--- src/rtl/intr_ctrl_vec.sv ---
`default_nettype none
// ============================================================================
// Module  : intr_ctrl_vec
// Brief   : Vectored, prioritised, maskable interrupt controller with a small
//           nesting stack of in-service channels.
// Revision: 1.0  initial release
// ============================================================================
module intr_ctrl_vec #(
   parameter int unsigned          NUM_IRQ    = 8,
   parameter int unsigned          DATA_W     = 8,
   parameter logic [DATA_W-1:0]    VEC_BASE   = DATA_W'(8'hF0),
   parameter int unsigned          VEC_STRIDE = 1,
   parameter logic [NUM_IRQ-1:0]   EDGE_MASK  = '1,
   parameter int unsigned          NEST_DEPTH = 2
) (
   input  logic               clk,
   input  logic               reset,
   input  logic [NUM_IRQ-1:0] irq_in,
   input  logic               cfg_mask_we,
   input  logic               cfg_clr_we,
   input  logic [NUM_IRQ-1:0] cfg_wdata,
   input  logic               intr_ack,
   input  logic               intr_ret,
   output logic               intr_req,
   output logic [DATA_W-1:0]  intr_vec,
   output logic               active_valid,
   output logic [3:0]         active_id,
   output logic [NUM_IRQ-1:0] pending,
   output logic               spurious_ret
);

   localparam int unsigned        IDW     = $clog2(NUM_IRQ);
   localparam int unsigned        DEPTH_W = $clog2(NEST_DEPTH + 1);
   localparam logic [DEPTH_W-1:0] FULL    = DEPTH_W'(NEST_DEPTH);
   localparam logic [DEPTH_W-1:0] ONE     = DEPTH_W'(1);
   localparam logic [DATA_W-1:0]  STRIDE  = DATA_W'(VEC_STRIDE);

   typedef enum logic [0:0] {
      IDLE = 1'b0,
      REQ  = 1'b1
   } state_t;

   state_t              state_q;
   logic [NUM_IRQ-1:0]  irq_prev_q;
   logic [NUM_IRQ-1:0]  pending_q, pending_d;
   logic [NUM_IRQ-1:0]  mask_q;
   logic [3:0]          stack_q [NEST_DEPTH];
   logic [3:0]          stack_d [NEST_DEPTH];
   logic [DEPTH_W-1:0]  depth_q, depth_d;
   logic [3:0]          req_id_q;
   logic                intr_req_q;
   logic [DATA_W-1:0]   intr_vec_q;
   logic                spurious_q;

   logic                ack_take;
   logic [NUM_IRQ-1:0]  eligible;
   logic                win_valid;
   logic [3:0]          win_id;
   logic                withdraw;

   assign ack_take = (state_q == REQ) && intr_ack;

   // Only edge channels latch; level channels simply mirror the registered source.
   always_comb begin
      pending_d = pending_q;
      for (int i = 0; i < int'(NUM_IRQ); i++) begin
         if (EDGE_MASK[i]) begin
            if ((ack_take && (req_id_q == 4'(i))) || (cfg_clr_we && cfg_wdata[i]))
               pending_d[i] = 1'b0;
            if (irq_in[i] && !irq_prev_q[i])
               pending_d[i] = 1'b1;
         end else begin
            pending_d[i] = irq_in[i];
         end
      end
   end

   always_comb begin
      eligible = '0;
      for (int i = 0; i < int'(NUM_IRQ); i++)
         eligible[i] = pending_q[i] & ~mask_q[i] &
                       ((depth_q == '0) | (4'(i) < stack_q[0]));
      win_valid = |eligible;
      win_id    = '0;
      for (int i = int'(NUM_IRQ) - 1; i >= 0; i--)
         if (eligible[i]) win_id = 4'(i);
   end

   // Top of stack lives at index 0; a return and an ack in one cycle pop then push.
   always_comb begin
      stack_d = stack_q;
      depth_d = depth_q;
      if (intr_ret && (depth_q != '0)) begin
         for (int i = 0; i < int'(NEST_DEPTH) - 1; i++)
            stack_d[i] = stack_q[i+1];
         stack_d[NEST_DEPTH-1] = '0;
         depth_d = depth_q - ONE;
      end
      if (ack_take) begin
         for (int i = int'(NEST_DEPTH) - 1; i > 0; i--)
            stack_d[i] = stack_d[i-1];
         stack_d[0] = req_id_q;
         depth_d    = depth_d + ONE;
      end
   end

   assign withdraw = mask_q[req_id_q[IDW-1:0]] |
                     (~EDGE_MASK[req_id_q[IDW-1:0]] & ~pending_q[req_id_q[IDW-1:0]]);

   always_ff @(posedge clk) begin
      if (!reset) begin
         state_q    <= IDLE;
         req_id_q   <= '0;
         intr_req_q <= 1'b0;
         intr_vec_q <= '0;
      end else begin
         case (state_q)
            IDLE: begin
               if (win_valid && (depth_q != FULL)) begin
                  req_id_q   <= win_id;
                  intr_vec_q <= VEC_BASE + DATA_W'(win_id) * STRIDE;
                  intr_req_q <= 1'b1;
                  state_q    <= REQ;
               end
            end
            REQ: begin
               if (intr_ack || withdraw) begin
                  intr_req_q <= 1'b0;
                  state_q    <= IDLE;
               end
            end
            default: state_q <= IDLE;
         endcase
      end
   end

   always_ff @(posedge clk) begin
      if (!reset) begin
         irq_prev_q <= '0;
         pending_q  <= '0;
         mask_q     <= '1;
         depth_q    <= '0;
         spurious_q <= 1'b0;
         for (int i = 0; i < int'(NEST_DEPTH); i++)
            stack_q[i] <= '0;
      end else begin
         irq_prev_q <= irq_in;
         pending_q  <= pending_d;
         if (cfg_mask_we)
            mask_q <= cfg_wdata;
         depth_q    <= depth_d;
         spurious_q <= intr_ret && (depth_q == '0);
         for (int i = 0; i < int'(NEST_DEPTH); i++)
            stack_q[i] <= stack_d[i];
      end
   end

   assign intr_req     = intr_req_q;
   assign intr_vec     = intr_vec_q;
   assign active_valid = (depth_q != '0);
   assign active_id    = stack_q[0];
   assign pending      = pending_q;
   assign spurious_ret = spurious_q;

endmodule
`default_nettype wire

--- config.mk ---
export PLATFORM = sky130hd
export DESIGN_NAME = intr_ctrl_vec
export DESIGN_NICKNAME = d
export VERILOG_FILES = /design/src/rtl/intr_ctrl_vec.sv
export SDC_FILE = /design/constraint.sdc
export NUM_CORES = 1
export LEC_CHECK = 0
export BUFFER_PORTS_ARGS = -buffer_cell sky130_fd_sc_hd__buf_4
export CAP_MARGIN = 15
export CORE_MARGIN = 2
export CORE_UTILIZATION = 40
export CTS_BUF_LIST = sky130_fd_sc_hd__clkbuf_16
export DETAILED_ROUTE_END_ITERATION = 12
export GPL_TIMING_DRIVEN = 0
export PLACE_DENSITY = 0.63
export SETUP_SLACK_MARGIN = 0.4
export SYNTH_ARGS = -nofsm -noshare
export SYNTH_HDL_FRONTEND = slang
export SYNTH_SLANG_ARGS = --single-unit
--- constraint.sdc ---
create_clock -name clk -period 2.93 [get_ports clk]
set_clock_uncertainty 0.2 [all_clocks]
set_input_delay 0.7325 -clock clk [delete_from_list [all_inputs] [get_ports clk]]
set_output_delay 0.7325 -clock clk [all_outputs]
set_load 0.1 [all_outputs]
==> qor.yml <==
clocking:
  cts_root_buffer: "clkbuf_16"
  cts_inserted_buffers: 5
  cts_num_sinks: 41
  cts_tree: "done"
  clkLatencyLatePin_ns: 0.28
  htree_levels: 2
  cts_setup_buffers: 0
  clk_path_buf_depth: 2
  clkSlewWorstSetupHoldPaths_ns: 0.06
timing:
  rsz0062_at_grt: "no"
  setup_viol: 0
  fmaxAchievable_ghz: 0.420
  tightest_slew_ns: 0.582
  post-route-min-period_ns: 2.38
  slew_violations: 0
  finalCritPeriodShare_pct: 81.2
  setup_tns_ns: 0
  maxSlewHeadroom_pct: 61.2
  hold_viol_final: 0
worst_setup_path:
  critPathBufInv: 4
  path_class: "register to output pin"
  critPathLaunchType: "register"
  cpMostUsedCell: "inv_1"
  slowest_stage: "dfxtp_2"
  cp_top_family: "buffers and inverters"
  required_ns: 2.00
  endpoint_kind: "output pin"
  worstPathArrival_ns: 1.45
  path_cells: "inv_1 -> ha_1 -> buf_6 -> inv_1 -> buf_4"
  cp_max_fo: 10
  cp_slowest_stage_delay_ns: 0.36
detailed_routing:
  drtIter0Drc: 69
  vias: 1687
  ant_nets: 0
  drt-vias-per-instance: 5.04
  drc: 0
  wl_microns: 4630
  wl_per_cell_microns: 13.8
  drtPass1Iterations: 4
synth:
  postSynthCellCount: 220
  async_flop_share_pct: 0
  yosys_register_bits: 41
  ys.flop_type: "dfxtp_1"
  syn_area_sq_um: 2000
  synth_edf_count: 0
  ys_seq_area_share_pct: 41.0
  ys_warn_count: 0
  syn_area_per_cell_sq_um: 9.09
  synth_cell_types: 49
  syn_nets: 244
layout:
  layout.cells.non_filler: 335
  drive_gt1_share_pct: 28.7
  n_antenna_cell: 0
  final_nets: 291
  area_delta_synth_final_pct: 28.3
pwr:
  irDropWorstVdd_uv: 455
  powerDensity_nw_per_um2: 937
  p_leak_uw: 0.00119
floorplan:
  io_pins: 45
  die_y_microns: 74.7
  core_sq_um: 4790
  rows: 25
  design.die.area_sq_um: 5580
  die_w_microns: 74.7
  start_util_pct: 41.8
flow_run:
  cap_violations: 0
global_route:
  grt_pass1_vias: 1544
  grtUsageTotal_pct: 18.4
  overflow: 0
  antenna_found_initial: 0
  grt_pass1_wl_microns: 7620
  grt_max_degree: 13
hold_path:
  worstHoldPathType: "register to register"
outcome:
  status: "completed"
place:
  dp.cells: 327
  portBuffers: 40
  hpwl_microns: 3470
  finalWeightedCongestion: 0.854
## final timing paths
check                           startpoint  slack, ns                  endpoint  cells after the start
setup / recovery     depth_q[0]$_SDFF_PN0_       0.55              active_valid                      5
hold / removal    irq_prev_q[1]$_SDFF_PN0_       0.21   pending[1]$_SDFFE_PN0P_                      1
setup reg to reg     depth_q[0]$_SDFF_PN0_       0.57  req_id_q[1]$_SDFFE_PN0P_                      9
hold reg to reg   irq_prev_q[1]$_SDFF_PN0_       0.21   pending[1]$_SDFFE_PN0P_                      1
## worst reg2reg max path, delay by kind of cell, from the launching register on
kind | cells | cell delay (ns)
flops | 1 | 0.36
compound gates | 4 | 0.71
fa+ha+maj | 1 | 0.22
simple gates | 1 | 0.38
buf+inv | 3 | 0.37
## cell usage after synthesis (2+ instances only)
cell type	instances	area, sq um
dfxtp_1	41	821
nand2_1	33	124
inv_1	14	52.6
mux2i_1	12	120
clkbuf_1	9	33.8
buf_4	8	60.1
a21oi_1	7	35.0
nor2_1	7	26.3
o2111ai_1	7	61.3
nor2b_1	6	37.5
o21ai_0	6	30.0
a22oi_1	5	37.5
nand2b_1	5	31.3
buf_6	4	45.0
o211a_1	4	40.0
o21a_1	4	30.0
o21ai_1	4	20.0
nand3_1	3	15.0
nor3_1	3	15.0
and2_1	2	12.5
and2b_2	2	17.5
buf_2	2	10.0
ha_1	2	25.0
mux4_2	2	45.0
o211ai_1	2	15.0
o221a_1	2	22.5
o22ai_1	2	12.5
## kinds of logic (layout without fill, tap and decap cells)
kind of cell / after synthesis / in the layout / share of synthesized area [%]
fa+ha+maj: 2 / 2 / 1.25
simple gates: 68 / 68 / 16.8
xor+xnor: 1 / 1 / 0.438
mux: 14 / 14 / 8.26
other cells: 1 / 1 / 0.187
buf+inv: 38 / 86 / 10.8
flops: 41 / 41 / 41.0
compound gates: 55 / 55 / 21.3
## power by group
part | switching [uW] | internal [uW]
clock | 208 | 395
combinational | 781 | 344
sequential | 50.5 | 627
total | 1040 | 1370
## routing by layer
metal	track usage [%]	vias to the layer above	share of wire, %
met3	4.15	5	4.3
met4	6.75	0	1.4
li1	-	853	-
met5	0	-	0
met1	25.9	792	47
met2	27.6	37	47
## layout by cell type, fill, tap and decap left out, types with 2 or more instances in the layout
cell type / instances
o21a_1: 4
o211ai_1: 2
nor2_1: 7
nand3_1: 3
o21ai_1: 4
dfxtp_2: 2
nor3_1: 3
o22ai_1: 2
inv_1: 15
buf_2: 2
nand2b_1: 5
nor2b_1: 6
buf_4: 48
mux4_2: 2
buf_6: 4
o221a_1: 2
clkbuf_1: 9
o2111ai_1: 7
and2b_2: 2
nand2_1: 33
a22oi_1: 5
mux2i_1: 12
ha_1: 2
o21ai_0: 6
and2_1: 2
dfxtp_1: 39
a21oi_1: 7
clkbuf_16: 5
o211a_1: 4
## final cells by class
class	count	area [sq um]
plain buffers	24	163
multi-input cells	141	982
repair buffers	40	300
inverters	14	52.6
clock buffers	5	125
fillers	479	2220
flip-flops and latches	41	823
well taps	67	83.8
clock inverters	3	37.5
## metrics by stage
step | util, % | cell area [sq um] | power (uW) | worst slack [ns] | hold slack, ns
after global placement | 49.9 | 2390 | 1790 | 0.554 | 0.193
after detailed placement | 49.9 | 2390 | 1800 | 0.523 | 0.200
after global routing | 53.6 | 2570 | 2520 | 0.455 | 0.214
after floorplan | - | 2000 | 1580 | 0.479 | 0.188
after CTS | 53.3 | 2550 | 2400 | 0.485 | 0.208
final | 53.6 | 2570 | 2410 | 0.551 | 0.206
## registers in the layout, indices dropped and copies added, names as in the netlist
name	flops
req_id_q	2
state_q	1
intr_vec	2
stack_q	4
spurious_ret	1
pending	8
irq_prev_q	8
active_id	4
mask_q	8
depth_q	2
intr_req	1
## what timing repair did
| item | CTS | global route |
|---|---|---|
| hold buffers | 0 | 0 |
| resized for setup | 0 | 3 |
| setup endpoints to repair | 0 | 4 |
| endpoints found under the hold margin | 0 | 0 |
(Power assumes the default switching activity.)
